==> config.mk <==
export PLATFORM = sky130hd
export DESIGN_NAME = instr_fetch
export DESIGN_NICKNAME = d
export VERILOG_FILES = /design/src/rtl/pipeline_types.sv /design/src/rtl/instr_fetch.sv
export SDC_FILE = /design/constraint.sdc
export NUM_CORES = 1
export LEC_CHECK = 0
export BUFFER_PORTS_ARGS = -buffer_cell sky130_fd_sc_hd__buf_2
export CORE_UTILIZATION = 25
export DETAILED_ROUTE_END_ITERATION = 7
export REMOVE_ABC_BUFFERS = 1
export SETUP_SLACK_MARGIN = 0.15
export SLEW_MARGIN = 40
export SYNTH_ARGS = -nofsm -noshare
export SYNTH_HDL_FRONTEND = slang
export SYNTH_SLANG_ARGS = --single-unit
==> constraint.sdc <==
create_clock -name iClk -period 8.4 [get_ports iClk]
set_clock_uncertainty 0.1 [all_clocks]
set_input_delay 0.84 -clock iClk [delete_from_list [all_inputs] [get_ports iClk]]
set_output_delay 0.84 -clock iClk [all_outputs]
set_load 0.01 [all_outputs]
==> src/rtl/pipeline_types.sv <==
// Shared pipeline types: the IF/ID register layout and the fetch FSM encoding.
package pipeline_types;

  localparam logic [31:0] RESET_PC_DEFAULT = 32'h0000_0000;

  typedef struct packed {
    logic [31:0] pc;
    logic [31:0] pc4;
    logic [31:0] instr;
    logic        valid;
  } if_id_t;

  // FETCH: request outstanding; DROP: request outstanding whose response is
  // stale; HOLD: a fetched word is parked while the decode stage is stalled.
  typedef enum logic [1:0] {
    FETCH = 2'd0,
    DROP  = 2'd1,
    HOLD  = 2'd2
  } fetchState_t;

endpackage

==> src/rtl/instr_fetch.sv <==
// Instruction fetch stage: issues one memory request at a time, fills the
// IF/ID register, and handles stalls, flushes and branch redirects.
// Optional feature: define IF_MISALIGN_CHK_EN to trap branch targets that are
// not word aligned (oMisalign pulse, fetching halts until the next branch).
module instr_fetch
  import pipeline_types::*;
#(
  parameter logic [31:0] RESET_PC = RESET_PC_DEFAULT
) (
  input  logic        iClk,
  input  logic        iRst,
  input  logic        iStall,
  input  logic        iFlush,
  input  logic        iBrTrue,
  input  logic [31:0] iBrTarget,
  output logic        oMemReq,
  output logic [31:0] oMemAddr,
  input  logic        iMemAck,
  input  logic [31:0] iMemData,
  output logic        oStall_IF,
  output logic        oMisalign,
  output if_id_t      oIF_ID
);

  fetchState_t state, nextState;
  logic [31:0] pc, dropAddr, holdInstr, memAddr, brAddr, deliverInstr;
  logic        memReq, ackEff, killAck, trapped, brBad, deliver, capture;

`ifdef IF_MISALIGN_CHK_EN
  logic misalignQ;

  assign brAddr = iBrTarget;
  assign brBad  = iBrTrue & (iBrTarget[1:0] != 2'b00);

  // One-cycle pulse on a bad target; fetching stays parked until the next branch.
  always_ff @(posedge iClk) begin
    if (iRst) begin
      misalignQ <= 1'b0;
      trapped   <= 1'b0;
    end else begin
      misalignQ <= brBad;
      if (iBrTrue) trapped <= brBad;
    end
  end

  assign oMisalign = misalignQ;
`else
  logic unusedTgtBits;

  assign brAddr        = {iBrTarget[31:2], 2'b00};
  assign brBad         = 1'b0;
  assign trapped       = 1'b0;
  assign oMisalign     = 1'b0;
  assign unusedTgtBits = ^iBrTarget[1:0];
`endif

  // A reset that cut a request short makes the next-cycle ack stale.
  assign ackEff    = iMemAck & ~killAck;
  assign oMemReq   = memReq;
  assign oMemAddr  = memAddr;
  assign oStall_IF = memReq & ~ackEff;

  // State register.
  always_ff @(posedge iClk) begin
    if (iRst) state <= FETCH;
    else      state <= nextState;
  end

  // Next state, memory request and IF/ID load decisions.
  always_comb begin
    // NOTE: every output gets a default first so no path can infer a latch.
    nextState    = state;
    memReq       = 1'b0;
    memAddr      = pc;
    deliver      = 1'b0;
    deliverInstr = iMemData;
    capture      = 1'b0;

    case (state)
      FETCH:   memReq = ~trapped;
      DROP: begin
        memReq  = 1'b1;
        memAddr = dropAddr;
      end
      default: memReq = 1'b0;
    endcase

    if (iBrTrue) begin
      // An unanswered request must still complete; its data is thrown away.
      nextState = (memReq && !ackEff) ? DROP : FETCH;
    end else begin
      case (state)
        FETCH: begin
          if (memReq && ackEff && !iFlush) begin
            if (iStall) begin
              capture   = 1'b1;
              nextState = HOLD;
            end else begin
              deliver = 1'b1;
            end
          end
        end
        DROP:    if (ackEff) nextState = FETCH;
        HOLD: begin
          if (!iFlush && !iStall) begin
            deliver      = 1'b1;
            deliverInstr = holdInstr;
            nextState    = FETCH;
          end
        end
        default: nextState = FETCH;
      endcase
    end
  end

  // PC and IF/ID register, priority reset > branch > flush > stall > normal.
  always_ff @(posedge iClk) begin
    if (iRst) begin
      // NOTE: sequential state is always assigned with <= so every register samples pre-edge values.
      pc      <= RESET_PC;
      oIF_ID  <= '0;
      killAck <= memReq & ~iMemAck;
    end else begin
      killAck <= 1'b0;
      if (iBrTrue) begin
        if (!brBad) pc <= brAddr;
        oIF_ID.valid <= 1'b0;
      end else if (iFlush) begin
        oIF_ID.valid <= 1'b0;
      end else if (deliver) begin
        oIF_ID.pc    <= pc;
        oIF_ID.pc4   <= pc + 32'd4;
        oIF_ID.instr <= deliverInstr;
        oIF_ID.valid <= 1'b1;
        pc           <= pc + 32'd4;
      end else if (!iStall) begin
        oIF_ID.valid <= 1'b0;
      end
    end
  end

  // Parked word and stale request address.
  always_ff @(posedge iClk) begin
    // NOTE: pure data registers carry no reset; the FSM state says when they are meaningful.
    if (capture)            holdInstr <= iMemData;
    if (nextState == DROP)  dropAddr  <= memAddr;
  end

endmodule

* Word level (Yosys, flattened, before mapping)
Index checks and enable logic that the tools add are counted.
** Cells by class
- Muxes and demuxes :: 25
- Reduce and logical (&&, ||, !) cells :: 15
- $add $sub $neg :: 1
- Bitwise gates (word level) :: 8
- Equality and inequality tests :: 5
** Operator list (number)
- $mux W32 :: 6
- $add A32 B3 Y32 const B :: 1
- $mux W1 :: 12
- $mux W2 :: 5
- $pmux W2 S3 :: 1
- $not A1 Y1 :: 5
- $eq A2 B1 Y1 const B :: 2
- $logic_and A1 B1 Y1 :: 4
- $ne A2 B1 Y1 const B :: 2
- $reduce_and A2 Y1 :: 2
- $reduce_or A2 Y1 :: 2
- $and A1 B1 Y1 :: 3
- $logic_not A1 Y1 :: 3
- $reduce_and A3 Y1 :: 1
- $reduce_or A3 Y1 :: 1
- $eq A2 B2 Y1 const B :: 1
- $logic_not A2 Y1 :: 1
- $pmux W1 S2 :: 1
- $reduce_bool A2 Y1 :: 1
** Storage, ports and cells
- Logic and storage cells :: 64
- Register bits :: 196
- Output and inout bits :: 132
- Input port bits :: 70

* Longest topological paths before layout
- Depth after elaboration :: 11
- Mapped depth :: 8
- Mapped depth without buffers :: 5

* Worst setup path after synthesis
Ideal clock, no wire load.
- Kind :: in2reg
- From :: input port iBrTrue
- To :: register dropAddr[0], enable pin
- Library setup time :: 0.461 ns
- Arrival time :: 3.645 ns
- Required time :: 7.839 ns
- Stages on the path :: 4
- Buffers on the path :: 2
- Setup slack :: 4.194 ns
- Cell sequence :: clkbuf_1 > clkbuf_1 > nor2_1 > nor3_1
** On the way
- Cells in the longest elaborated chain, start to end :: 2
** RTL lines
- start: declaration :: RTL line instr_fetch.sv:14 : input logic iBrTrue,
- $mux W2 :: RTL line instr_fetch.sv:88 : if (iBrTrue) begin
- $eq A2 B1 Y1 :: RTL line instr_fetch.sv:146 : if (nextState == DROP) dropAddr <= memAddr;
- end signal: assignment :: RTL line instr_fetch.sv:146
- end: declaration :: RTL line instr_fetch.sv:26 : logic [31:0] pc, dropAddr, holdInstr, memAddr, brAddr, deliverInstr;
No other way between the ends.
A chain may end at the register's enable or synchronous reset.

* Worst setup path in the final report
- From :: register state[1]
- To :: output port oMemAddr[25]
** On the way
- Cells in the longest elaborated chain, start to end :: 2
** RTL lines
- start: declaration :: RTL line instr_fetch.sv:25 : fetchState_t state, nextState;
- start signal: assignment :: RTL line instr_fetch.sv:66 : else state <= nextState;
- $eq A2 B1 Y1 :: RTL line instr_fetch.sv:79 : case (state)
- $mux W32 :: RTL line instr_fetch.sv:79
- end: declaration :: RTL line instr_fetch.sv:17 : output logic [31:0] oMemAddr,
No other way between the ends.

==> run_results.csv <==
group,metric,value,unit
logic_synthesis,ys_warn_count,0,
clock_network,clk_pin_slew,0.08,ns
detailed_routing,drtAntennaViolNets,0,
worst_setup_path,rr_endpoint,"pc[18]$_SDFFE_PP0P_",
sta,fin_setup_tns,0,ns
worst_hold_path,whs_path_depth,2,
placed_design,globalplace.congestion,0.744,
clock_network,htree_levels,4,
detailed_routing,detail_route.first_pass.iterations,5,
sta,worst_slew_pin_slew,0.843,ns
worst_setup_path,crit_path_max_fanout,14,
sta,relSlewSlack,0.438,
worst_hold_path,hold_class,"register to register",
pwr,power,0.00206,W
die,dieWidth,185,um
worst_setup_path,critPathLaunch,"state[1]$_SDFF_PP0_",
detailed_routing,drt_iter0_markers,433,
job,max_cap_viol_count,0,
sta,rsz0062_at_grt,"false",
worst_setup_path,cp-end-kind,"output port",
clock_network,root_buffer,"clkbuf_16",
worst_setup_path,r2r_cells,5,
outcome,status,"completed",
worst_setup_path,worstPathRequired,7.46,ns
worst_setup_path,r2r_setup_slack,5.32,ns
placed_design,hpwl,17800,um
worst_setup_path,cp_data_arrival_time,2.22,ns
worst_hold_path,holdPathEnd,"oIF_ID[84]$_SDFFE_PP0P_",
detailed_routing,drcViolationCount,0,
sta,holdWs,0.355,ns
clock_network,clock_sinks,190,
logic_synthesis,netlist_area,0.00835,sq mm
worst_setup_path,reg2reg_from,"pc[2]$_SDFFE_PP0P_",
sta,finalHoldViolCount,0,
grt,track_usage,0.154,
pwr,power_density,201,mW/mm^2
clock_network,numCtsBuffers,17,
sta,slew_viol_final,0,
sta,final-setup-viol-count,0,
logic_synthesis,synthTopCellsByArea,"dfxtp_1 30%, edfxtp_1 23%, a211oi_1 3.9%",
grt,antenna_found_initial,1,
logic_synthesis,synth.distinct_cells,60,
detailed_routing,vias,6952,
logic_synthesis,ys_ff_latch,190,
grt,grt_max_degree,107,
clock_network,clkLatencyLatePin,0.45,ns
sta,max_freq,317,MHz
grt,grt_overflow,0,
grt,grt_pass1_wl,39400,um
clock_network,holdBufCountCts,0,
worst_setup_path,crit_path_start_kind,"register",
layout,layoutNonFillerInstCount,1433,
die,core,0.0327,sq mm
logic_synthesis,syn_inst,832,
clock_network,cts_tree,"built",
die,die_h,185,um
logic_synthesis,seq_area_frac_synth,0.532,
pwr,power_leakage,3.71,nW
logic_synthesis,ys.flop_type,"dfxtp_1",
clock_network,post_cts_resize_count,0,
detailed_routing,avgViaCountPerCell,4.85,
die,rows,66,
detailed_routing,routed_wl,26300,um
placed_design,placed_cells,1400,
grt,grt_pass1_vias,6423,
pwr,peakVddDrop,142,uV
layout,final_common_cell,"buf_2",
layout,layout-drive-gt1-share,0.292,
logic_synthesis,synth_edf_count,64,
logic_synthesis,synth_top_area_share,0.302,
clock_network,cts.path.max_buffers,2,
sta,timing.final.crit_share,0.376,
layout,syn_to_final_growth,22.9,%
detailed_routing,drt-wirelength-per-cell,18.3,um
logic_synthesis,syn_avg_cell_area,10.0,sq um
worst_hold_path,worstHoldStart,"oIF_ID[84]$_SDFFE_PP0P_",
logic_synthesis,async_reset_ff_frac,0,
clock_network,post-cts-setup-buffer-count,0,
die,start_util,0.255,
die,ios,202,
sta,layout_min_cycle_time,3.16,ns
placed_design,port_buffers,194,
layout,final_nets,1048,
die,dieArea,0.0341,sq mm
layout,mostFrequentLayoutCells,"193 x buf_2, 126 x dfxtp_1, 81 x nand2_1, 64 x nor2_1, 64 x edfxtp_1",
logic_synthesis,synth_top_area_cell,"dfxtp_1",
worst_setup_path,worstSetupPathType,"register to output port",
-- cells in the mapped netlist, drive strengths merged (2+ instances only) --
library cell    n
dfxtp         126
nand2          81
nor2           65
edfxtp         64
a21oi          46
buf            46
o21ai          45
a211oi         43
clkbuf         42
mux2i          32
mux2           27
a31oi          20
or3            20
or4            20
nor3           16
nand3          15
nand4          15
a311oi         13
o31ai          12
xnor2          10
o211ai          8
nor4            7
inv             6
and3            5
and4            5
xor2            5
and2            4
nand2b          4
o221a           3
or2             3
nor2b           2
o21a            2
o221ai          2
o31a            2
-- power breakdown --
group          switching, W  internal [W]  leakage, nW
registers         0.0000402      0.000991         1.63
clock network      0.000438      0.000407        0.296
logic              0.000110     0.0000765         1.78
total              0.000589       0.00147         3.71
-- flip-flops by register name, indices dropped and copies added, names as in the netlist --
register   count
dropAddr      32
holdInstr     32
killAck        1
oIF_ID        93
pc            30
state          2
-- metal layers --
| layer | wire [um] | up-vias | track usage |
|---|---|---|---|
| met5 | 0 | - | 0 |
| met4 | 375 | 0 | 0.0479 |
| met3 | 1160 | 25 | 0.0344 |
| met2 | 12600 | 158 | 0.243 |
| met1 | 12100 | 3390 | 0.208 |
| li1 | - | 3379 | - |
-- logic make-up (layout without fill, tap and decap cells) --
kind of cell    count (synthesis)  in the layout  share of synthesized area
compound gates                207            207                      0.162
simple gates                  265            265                      0.160
xor+xnor                       15             15                     0.0157
flops                         190            190                      0.532
buf+inv                        94            248                     0.0535
mux                            59             59                     0.0748
fa+ha+maj                       1              1                    0.00150
other cells                     1              6                   0.000449
-- worst max path at each step --
| stage | end | slack (ns) | depth (start not counted) |
|---|---|---|---|
| after global routing | pc[18]$_SDFFE_PP0P_ | 5.13 | 5 |
| after floorplan | pc[26]$_SDFFE_PP0P_ | -2.25 | 4 |
| after global placement | oIF_ID[80]$_SDFFE_PP0P_ | 4.61 | 7 |
| final | oMemAddr[25] | 5.24 | 5 |
| after detailed placement | pc[19]$_SDFFE_PP0P_ | 4.89 | 7 |
| after CTS | oMemAddr[22] | 5.21 | 5 |
-- final cells by class --
cell class                 count  area [sq um]
fill                        3446         22400
tap                          442           553
clock inverter                15           181
inverter                       6          23.8
sequential                   190          4440
antenna                        1          2.50
timing repair buffer         210          1120
clock buffer                  17           425
multi-input combinational    552          3510
-- through the flow --
| stage | setup WS [ns] | utilization | instance area (sq um) |
|---|---|---|---|
| 5_1_grt | 5.13 | 0.314 | 10300 |
| 2_1_floorplan | -2.25 | - | 7940 |
| 6_report | 5.24 | 0.314 | 10300 |
| 4_1_cts | 5.21 | 0.314 | 10300 |
| 3_5_place_dp | 4.89 | 0.295 | 9650 |
| 3_3_place_gp | 4.61 | 0.294 | 9610 |
-- worst max-delay path: stages, from the launching register on --
cell and delay (ns):
dfxtp_1 0.44, nor2b_4 0.43, buf_8 0.22, buf_16 0.16, mux2_2 0.36, buf_2 0.14
Note: power is estimated with default switching activity, not from simulation.
